==> src/rtl/spram_fifo_ctrl_if.sv <==
// Bundles the FIFO handshake, status flags and the single-port RAM bus of spram_fifo_ctrl.
// The master side is the producer/consumer plus the RAM; the slave side is the controller.
interface spram_fifo_ctrl_if #(
   parameter int unsigned WD = 8,
   parameter int unsigned AD = 4
);
   logic          push;
   logic [WD-1:0] push_data;
   logic          push_ready;
   logic          pop;
   logic          pop_ready;
   logic [WD-1:0] pop_data;
   logic          pop_valid;
   logic [AD:0]   count;
   logic          empty;
   logic          full;
   logic          almost_full;
   logic          ovf_err;
   logic          unf_err;
   logic          mem_cs_n;
   logic          mem_w_r_n;
   logic [AD-1:0] mem_addr;
   logic [WD-1:0] mem_din;
   logic [WD-1:0] mem_dout;

   modport master (
      output push, push_data, pop, mem_dout,
      input  push_ready, pop_ready, pop_data, pop_valid, count,
             empty, full, almost_full, ovf_err, unf_err,
             mem_cs_n, mem_w_r_n, mem_addr, mem_din
   );

   modport slave (
      input  push, push_data, pop, mem_dout,
      output push_ready, pop_ready, pop_data, pop_valid, count,
             empty, full, almost_full, ovf_err, unf_err,
             mem_cs_n, mem_w_r_n, mem_addr, mem_din
   );
endinterface

==> src/rtl/spram_fifo_ctrl.sv <==
// FIFO controller in front of a single-port RAM: turns push/pop handshakes into RAM cycles,
// tracks pointers/occupancy, and arbitrates the shared port with pops taking priority.
module spram_fifo_ctrl #(
   parameter int unsigned WD     = 8,
   parameter int unsigned AD     = 4,
   parameter int unsigned AF_LVL = 12
) (
   input logic            clk,
   input logic            rst,
   spram_fifo_ctrl_if.slave bus
);
   localparam int unsigned CW    = AD + 1;
   localparam int unsigned DEPTH = 1 << AD;

   logic [AD-1:0] wr_ptr;
   logic [AD-1:0] rd_ptr;
   logic [CW-1:0] cnt;
   logic          pop_valid_q;
   logic          ovf_q;
   logic          unf_q;

   logic          empty_c;
   logic          full_c;
   logic          pop_ok_c;
   logic          push_ok_c;
   logic          pop_fire;
   logic          push_fire;

   assign empty_c = (cnt == '0);
   assign full_c  = (cnt == CW'(DEPTH));

   // A legal pop owns the RAM port this cycle; an illegal pop (empty) does not block a push.
   always_comb begin
      pop_ok_c  = 1'b0;
      push_ok_c = 1'b0;
      if (!rst) begin
         pop_ok_c  = !empty_c;
         push_ok_c = !full_c && !(bus.pop && !empty_c);
      end
   end

   assign pop_fire  = bus.pop  && pop_ok_c;
   assign push_fire = bus.push && push_ok_c;

   // RAM port drive; idle cycles park address and data at zero.
   always_comb begin
      bus.mem_cs_n  = 1'b1;
      bus.mem_w_r_n = 1'b0;
      bus.mem_addr  = '0;
      bus.mem_din   = '0;
      if (pop_fire) begin
         bus.mem_cs_n  = 1'b0;
         bus.mem_addr  = rd_ptr;
      end else if (push_fire) begin
         bus.mem_cs_n  = 1'b0;
         bus.mem_w_r_n = 1'b1;
         bus.mem_addr  = wr_ptr;
         bus.mem_din   = bus.push_data;
      end
   end

   always_ff @(posedge clk) begin
      if (rst) begin
         wr_ptr      <= '0;
         rd_ptr      <= '0;
         cnt         <= '0;
         pop_valid_q <= 1'b0;
         ovf_q       <= 1'b0;
         unf_q       <= 1'b0;
      end else begin
         if (push_fire) wr_ptr <= wr_ptr + AD'(1);
         if (pop_fire)  rd_ptr <= rd_ptr + AD'(1);
         case ({push_fire, pop_fire})
            2'b10:   cnt <= cnt + CW'(1);
            2'b01:   cnt <= cnt - CW'(1);
            default: cnt <= cnt;
         endcase
         pop_valid_q <= pop_fire;
         if (bus.push && full_c)  ovf_q <= 1'b1;
         if (bus.pop  && empty_c) unf_q <= 1'b1;
      end
   end

   // Arbitration guarantees the port is never claimed twice in one cycle.
   always_comb begin
      assert (!(push_fire && pop_fire));
   end

   assign bus.push_ready  = push_ok_c;
   assign bus.pop_ready   = pop_ok_c;
   assign bus.pop_valid   = pop_valid_q;
   assign bus.pop_data    = pop_valid_q ? bus.mem_dout : '0;
   assign bus.count       = cnt;
   assign bus.empty       = empty_c;
   assign bus.full        = full_c;
   assign bus.almost_full = (cnt >= CW'(AF_LVL));
   assign bus.ovf_err     = ovf_q;
   assign bus.unf_err     = unf_q;
endmodule
==> src/flat_wrapper.sv <==
// flat-port wrapper written by rule: the top's interface ports become plain ports
module spram_fifo_ctrl_flat 
#(
   parameter int unsigned WD     = 8,
   parameter int unsigned AD     = 4,
   parameter int unsigned AF_LVL = 12
)
  (clk, rst, bus_push, bus_push_data, bus_pop, bus_mem_dout, bus_push_ready, bus_pop_ready, bus_pop_data, bus_pop_valid, bus_count, bus_empty, bus_full, bus_almost_full, bus_ovf_err, bus_unf_err, bus_mem_cs_n, bus_mem_w_r_n, bus_mem_addr, bus_mem_din);
  spram_fifo_ctrl_if #(.WD(WD), .AD(AD)) bus_i ();
  input logic clk;
  input logic rst;
  input wire logic [$bits(bus_i.push)-1:0] bus_push;
  input wire logic [$bits(bus_i.push_data)-1:0] bus_push_data;
  input wire logic [$bits(bus_i.pop)-1:0] bus_pop;
  input wire logic [$bits(bus_i.mem_dout)-1:0] bus_mem_dout;
  output wire logic [$bits(bus_i.push_ready)-1:0] bus_push_ready;
  output wire logic [$bits(bus_i.pop_ready)-1:0] bus_pop_ready;
  output wire logic [$bits(bus_i.pop_data)-1:0] bus_pop_data;
  output wire logic [$bits(bus_i.pop_valid)-1:0] bus_pop_valid;
  output wire logic [$bits(bus_i.count)-1:0] bus_count;
  output wire logic [$bits(bus_i.empty)-1:0] bus_empty;
  output wire logic [$bits(bus_i.full)-1:0] bus_full;
  output wire logic [$bits(bus_i.almost_full)-1:0] bus_almost_full;
  output wire logic [$bits(bus_i.ovf_err)-1:0] bus_ovf_err;
  output wire logic [$bits(bus_i.unf_err)-1:0] bus_unf_err;
  output wire logic [$bits(bus_i.mem_cs_n)-1:0] bus_mem_cs_n;
  output wire logic [$bits(bus_i.mem_w_r_n)-1:0] bus_mem_w_r_n;
  output wire logic [$bits(bus_i.mem_addr)-1:0] bus_mem_addr;
  output wire logic [$bits(bus_i.mem_din)-1:0] bus_mem_din;
  assign bus_i.push = bus_push;
  assign bus_i.push_data = bus_push_data;
  assign bus_i.pop = bus_pop;
  assign bus_i.mem_dout = bus_mem_dout;
  assign bus_push_ready = bus_i.push_ready;
  assign bus_pop_ready = bus_i.pop_ready;
  assign bus_pop_data = bus_i.pop_data;
  assign bus_pop_valid = bus_i.pop_valid;
  assign bus_count = bus_i.count;
  assign bus_empty = bus_i.empty;
  assign bus_full = bus_i.full;
  assign bus_almost_full = bus_i.almost_full;
  assign bus_ovf_err = bus_i.ovf_err;
  assign bus_unf_err = bus_i.unf_err;
  assign bus_mem_cs_n = bus_i.mem_cs_n;
  assign bus_mem_w_r_n = bus_i.mem_w_r_n;
  assign bus_mem_addr = bus_i.mem_addr;
  assign bus_mem_din = bus_i.mem_din;
  spram_fifo_ctrl #(.WD(WD), .AD(AD), .AF_LVL(AF_LVL)) u_core (.clk(clk), .rst(rst), .bus(bus_i));
endmodule
==> config.mk <==
export PLATFORM = sky130hd
export DESIGN_NAME = spram_fifo_ctrl_flat
export DESIGN_NICKNAME = d
export VERILOG_FILES = /design/src/rtl/spram_fifo_ctrl_if.sv /design/src/rtl/spram_fifo_ctrl.sv /design/src/flat_wrapper.sv
export SDC_FILE = /design/constraint.sdc
export NUM_CORES = 1
export LEC_CHECK = 0
export CAP_MARGIN = 40
export CORE_MARGIN = 2
export CORE_UTILIZATION = 35
export DETAILED_ROUTE_END_ITERATION = 16
export PLACE_DENSITY = 0.75
export SETUP_SLACK_MARGIN = 0.4
export SLEW_MARGIN = 20
export SYNTH_ARGS = -nofsm -noshare
export SYNTH_HDL_FRONTEND = slang
export SYNTH_SLANG_ARGS = --single-unit
==> constraint.sdc <==
create_clock -name clk -period 4.15 [get_ports clk]
set_input_delay 0.83 -clock clk [delete_from_list [all_inputs] [get_ports clk]]
set_output_delay 0.83 -clock clk [all_outputs]
set_load 0.05 [all_outputs]
==> impl_metrics.ini <==
[worst_setup_path]
worstReg2RegEnd = u_core.bus.count[4]
reg2reg_from = u_core.bus.count[1]
cpMaxStageDelayCell = or4b_2
worstSetupStartpointType = input port
crit_type = input port to flop
reg2regPathDepth = 10
endpoint_kind = flop
max_stage_delay_ps = 610
critPathRequiredTime_ps = 4400
cp_max_fo = 10
crit_arrival_ps = 3820
rrSetupSlack_ps = 760
path_cells = clkdlybuf4s50_1 -> o41ai_1 -> a21boi_1 -> and3b_2 -> inv_2 -> ha_4 -> xor2_1 -> ha_1 -> a21oi_1 -> a221oi_2 -> or4b_2 -> nand3_1

[die]
rows = 20
die_h_um = 60.6
dieArea_mm2 = 0.00367
die_x_um = 60.6
start_util_pct = 36.7
coreArea_mm2 = 0.00305
ios = 55

[clock_network]
postCtsHoldBufs = 0
clkTransAtPathRegs_ps = 100
cts_tree = done
htree_num_levels = 1
ctsLongestPathBuffers = 2
root_buffer = clkbuf_4
postCtsSetupBuffers = 0
cts_made_buffers = 3
clkSinkCount = 16
insertion_delay_ps = 300

[hold_path]
worstHoldStart = u_core.bus.unf_err
hp-class = flop to flop
hold_depth = 2
whs_endpoint = u_core.bus.unf_err

[sta]
fin_crit_sh_pct = 86.1
rsz0062_at_grt = false
fin_ws_ps = 578
finClkSkew_ps = 3.01
setup-tns-final_ps = 0
slew_viol_final = 0
relSlewSlack_pct = 66.0
tightest_slew_ps = 508
finalHoldViolations = 0
timing.fmax_mhz = 280
finalSetupViolations = 0
layout_min_cycle_time_ps = 3570

[placed_design]
port_buffers = 54
dp_hpwl_mm = 2.20
dp_slack_ps = -50.1
placed_area_mm2 = 0.00165
place_congestion = 0.767

[power]
power_density_mw_per_mm2 = 697
irDropWorstVdd_v = 0.000456
leakage_nw = 0.704

[final_layout]
syn_to_final_growth_pct = 52.1
multiInputGateArea_um2 = 748
final_area_mm2 = 0.00171
fin_util_pct = 55.9
fillers = 291
drive_above_1_share_pct = 11.7
num_antenna_cells = 0
nNetsFinal = 217
regArea_um2 = 320

[detailed_routing]
drtPass1Iterations = 4
drc = 0
via_count = 1180
vias_per_cell = 5.09
postRouteAntennaNets = 0
routed_wl_mm = 2.93
wl_per_cell_um = 12.6
drt_iter0_drc = 31

[synth]
ys_warn_count = 0
syn_area_mm2 = 0.00112
synth_nets = 167
synth_seq_area_share_pct = 28.6
synth-seq-cells = 16
synthDistinctLibCells = 43
syn_inst = 139
synth.avg_cell_area_um2 = 8.07

[global_route]
grt_pass1_wl_mm = 4.66
grt_max_degree = 28
antenna_found_initial = 0
track_usage_pct = 16.6
grt_overflow = 0
first_global_vias = 1081

[run]
drv_cap = 0

[run_status]
status = finished, final reports clean
[stage by stage]
| stage | std cells | total power [W] | hold slack (ps) |
|---|---|---|---|
| final | 232 | 0.00119 | 509 |
| after floorplan | 139 | 0.000843 | 467 |
| after global routing | 232 | 0.00126 | 554 |
| after detailed placement | 228 | 0.00107 | 487 |
| after global placement | 228 | 0.00106 | 456 |
| after CTS | 232 | 0.00118 | 514 |
[registers in the layout, summed over array words and instances (netlist names)]
register,count
u_core.wr_ptr,4
u_core.bus.ovf_err,1
u_core.bus.unf_err,1
u_core.rd_ptr,4
u_core.bus.pop_valid,1
u_core.bus.count,5
[metal layers]
metal	global-route usage, %	wire length [um]	vias to the layer above
met1	19.8	1290	537
met2	28.1	1320	55
li1	-	-	583
met3	4.26	284	5
met5	0	0	-
met4	7.14	42	0
[cells in the final DEF (no fill, tap or decap), types with 2 or more instances in the layout]
cell             instances
clkdlybuf4s50_1         40
nor2_1                  21
and2_1                  16
dfxtp_1                 16
buf_4                   10
nand2_1                  8
ha_1                     7
a21oi_1                  6
a22oi_1                  4
xor2_1                   4
xnor2_1                  4
dlygate4sd2_1            4
o21ai_0                  3
inv_1                    3
clkbuf_4                 3
or4_1                    2
a21boi_1                 2
nor3b_1                  2
nand3_1                  2
nand4_1                  2
nand3b_1                 2
mux2i_1                  2
[synthesized netlist by cell type, drive strengths merged]
cell,number,area share (%)
o21ai,3,1.3
and3b,1,0.78
a21oi,7,3.5
or4bb,1,1.1
nor4b,1,0.78
a22oi,4,2.7
nor2b,1,0.56
dfxtp,16,29
or3,1,0.56
a21boi,2,1.3
nor2,21,7.0
or4b,1,0.89
o211a,1,0.89
a221oi,2,1.6
or4,2,1.3
o22ai,1,0.56
o211ai,1,0.67
o2111ai,1,0.78
nand3,2,0.89
xor2,4,3.1
nor4,1,0.56
nand4,2,1.1
inv,4,1.3
nand4b,1,0.78
buf,7,4.1
and3,1,0.56
nor3b,2,1.3
nor3,1,0.45
nand2b,1,0.56
nand3b,2,1.3
xnor2,4,3.1
and2,16,8.9
o41ai,1,0.78
clkbuf,3,1.0
nand2,8,2.7
o221ai,1,0.78
mux2i,2,1.8
ha,8,8.9
a21bo,1,0.89
[how the worst max path moves through the flow]
stage | start | end | cells after the start
3_5_place_dp | bus_pop | u_core.bus.count[4] | 12
5_1_grt | bus_pop | u_core.bus.count[4] | 12
2_1_floorplan | u_core.bus.count[1] | u_core.bus.count[4] | 14
4_1_cts | bus_pop | u_core.bus.count[4] | 12
6_report | bus_pop | u_core.bus.count[4] | 12
3_3_place_gp | bus_pop | u_core.bus.count[4] | 12
[kinds of logic (layout without fill, tap and decap cells)]
logic type               Yosys count  in the layout  share of synthesized area (%)
adder cells (fa/ha/maj)            8              8                           8.93
AO/OA/AOI/OAI                     25             25                           15.7
AND/OR/NAND/NOR                   66             66                           32.3
multiplexers                       2              2                           1.79
flip-flops                        16             16                           28.6
buffers and inverters             14             63                           6.47
XOR/XNOR                           8              8                           6.25
[layout make-up]
| type | instances | area share [%] |
|---|---|---|
| Clock buffer | 4 | 2.13 |
| Inverter | 4 | 0.880 |
| Multi-Input combinational cell | 109 | 43.9 |
| Sequential cell | 16 | 18.8 |
| Tap cell | 44 | 3.23 |
| Timing Repair Buffer | 55 | 31.1 |
[power breakdown]
part / internal, W / leakage [nW] / switching (W)
sequential: 0.000193 / 0.131 / 0.0000629
clock: 0.0000535 / 0.0210 / 0.0000538
combinational: 0.000293 / 0.552 / 0.000533
[worst max-delay path: cells and delay by family]
kind | cells | cell delay, ps
xor gates and xnor gates | 1 | 190
AOI/OAI and AO/OA | 4 | 700
adders and majority gates | 2 | 410
and+or+nand+nor | 3 | 1000
buffers and inverters | 2 | 680
[repair_timing]
| action | CTS | global route |
|---|---|---|
| pin swaps | 0 | 1 |
| gates resized for setup | 6 | 4 |
| endpoints found under the setup margin | 5 | 1 |
| gates cloned | 0 | 0 |
Power figures use the tool's default switching activity.
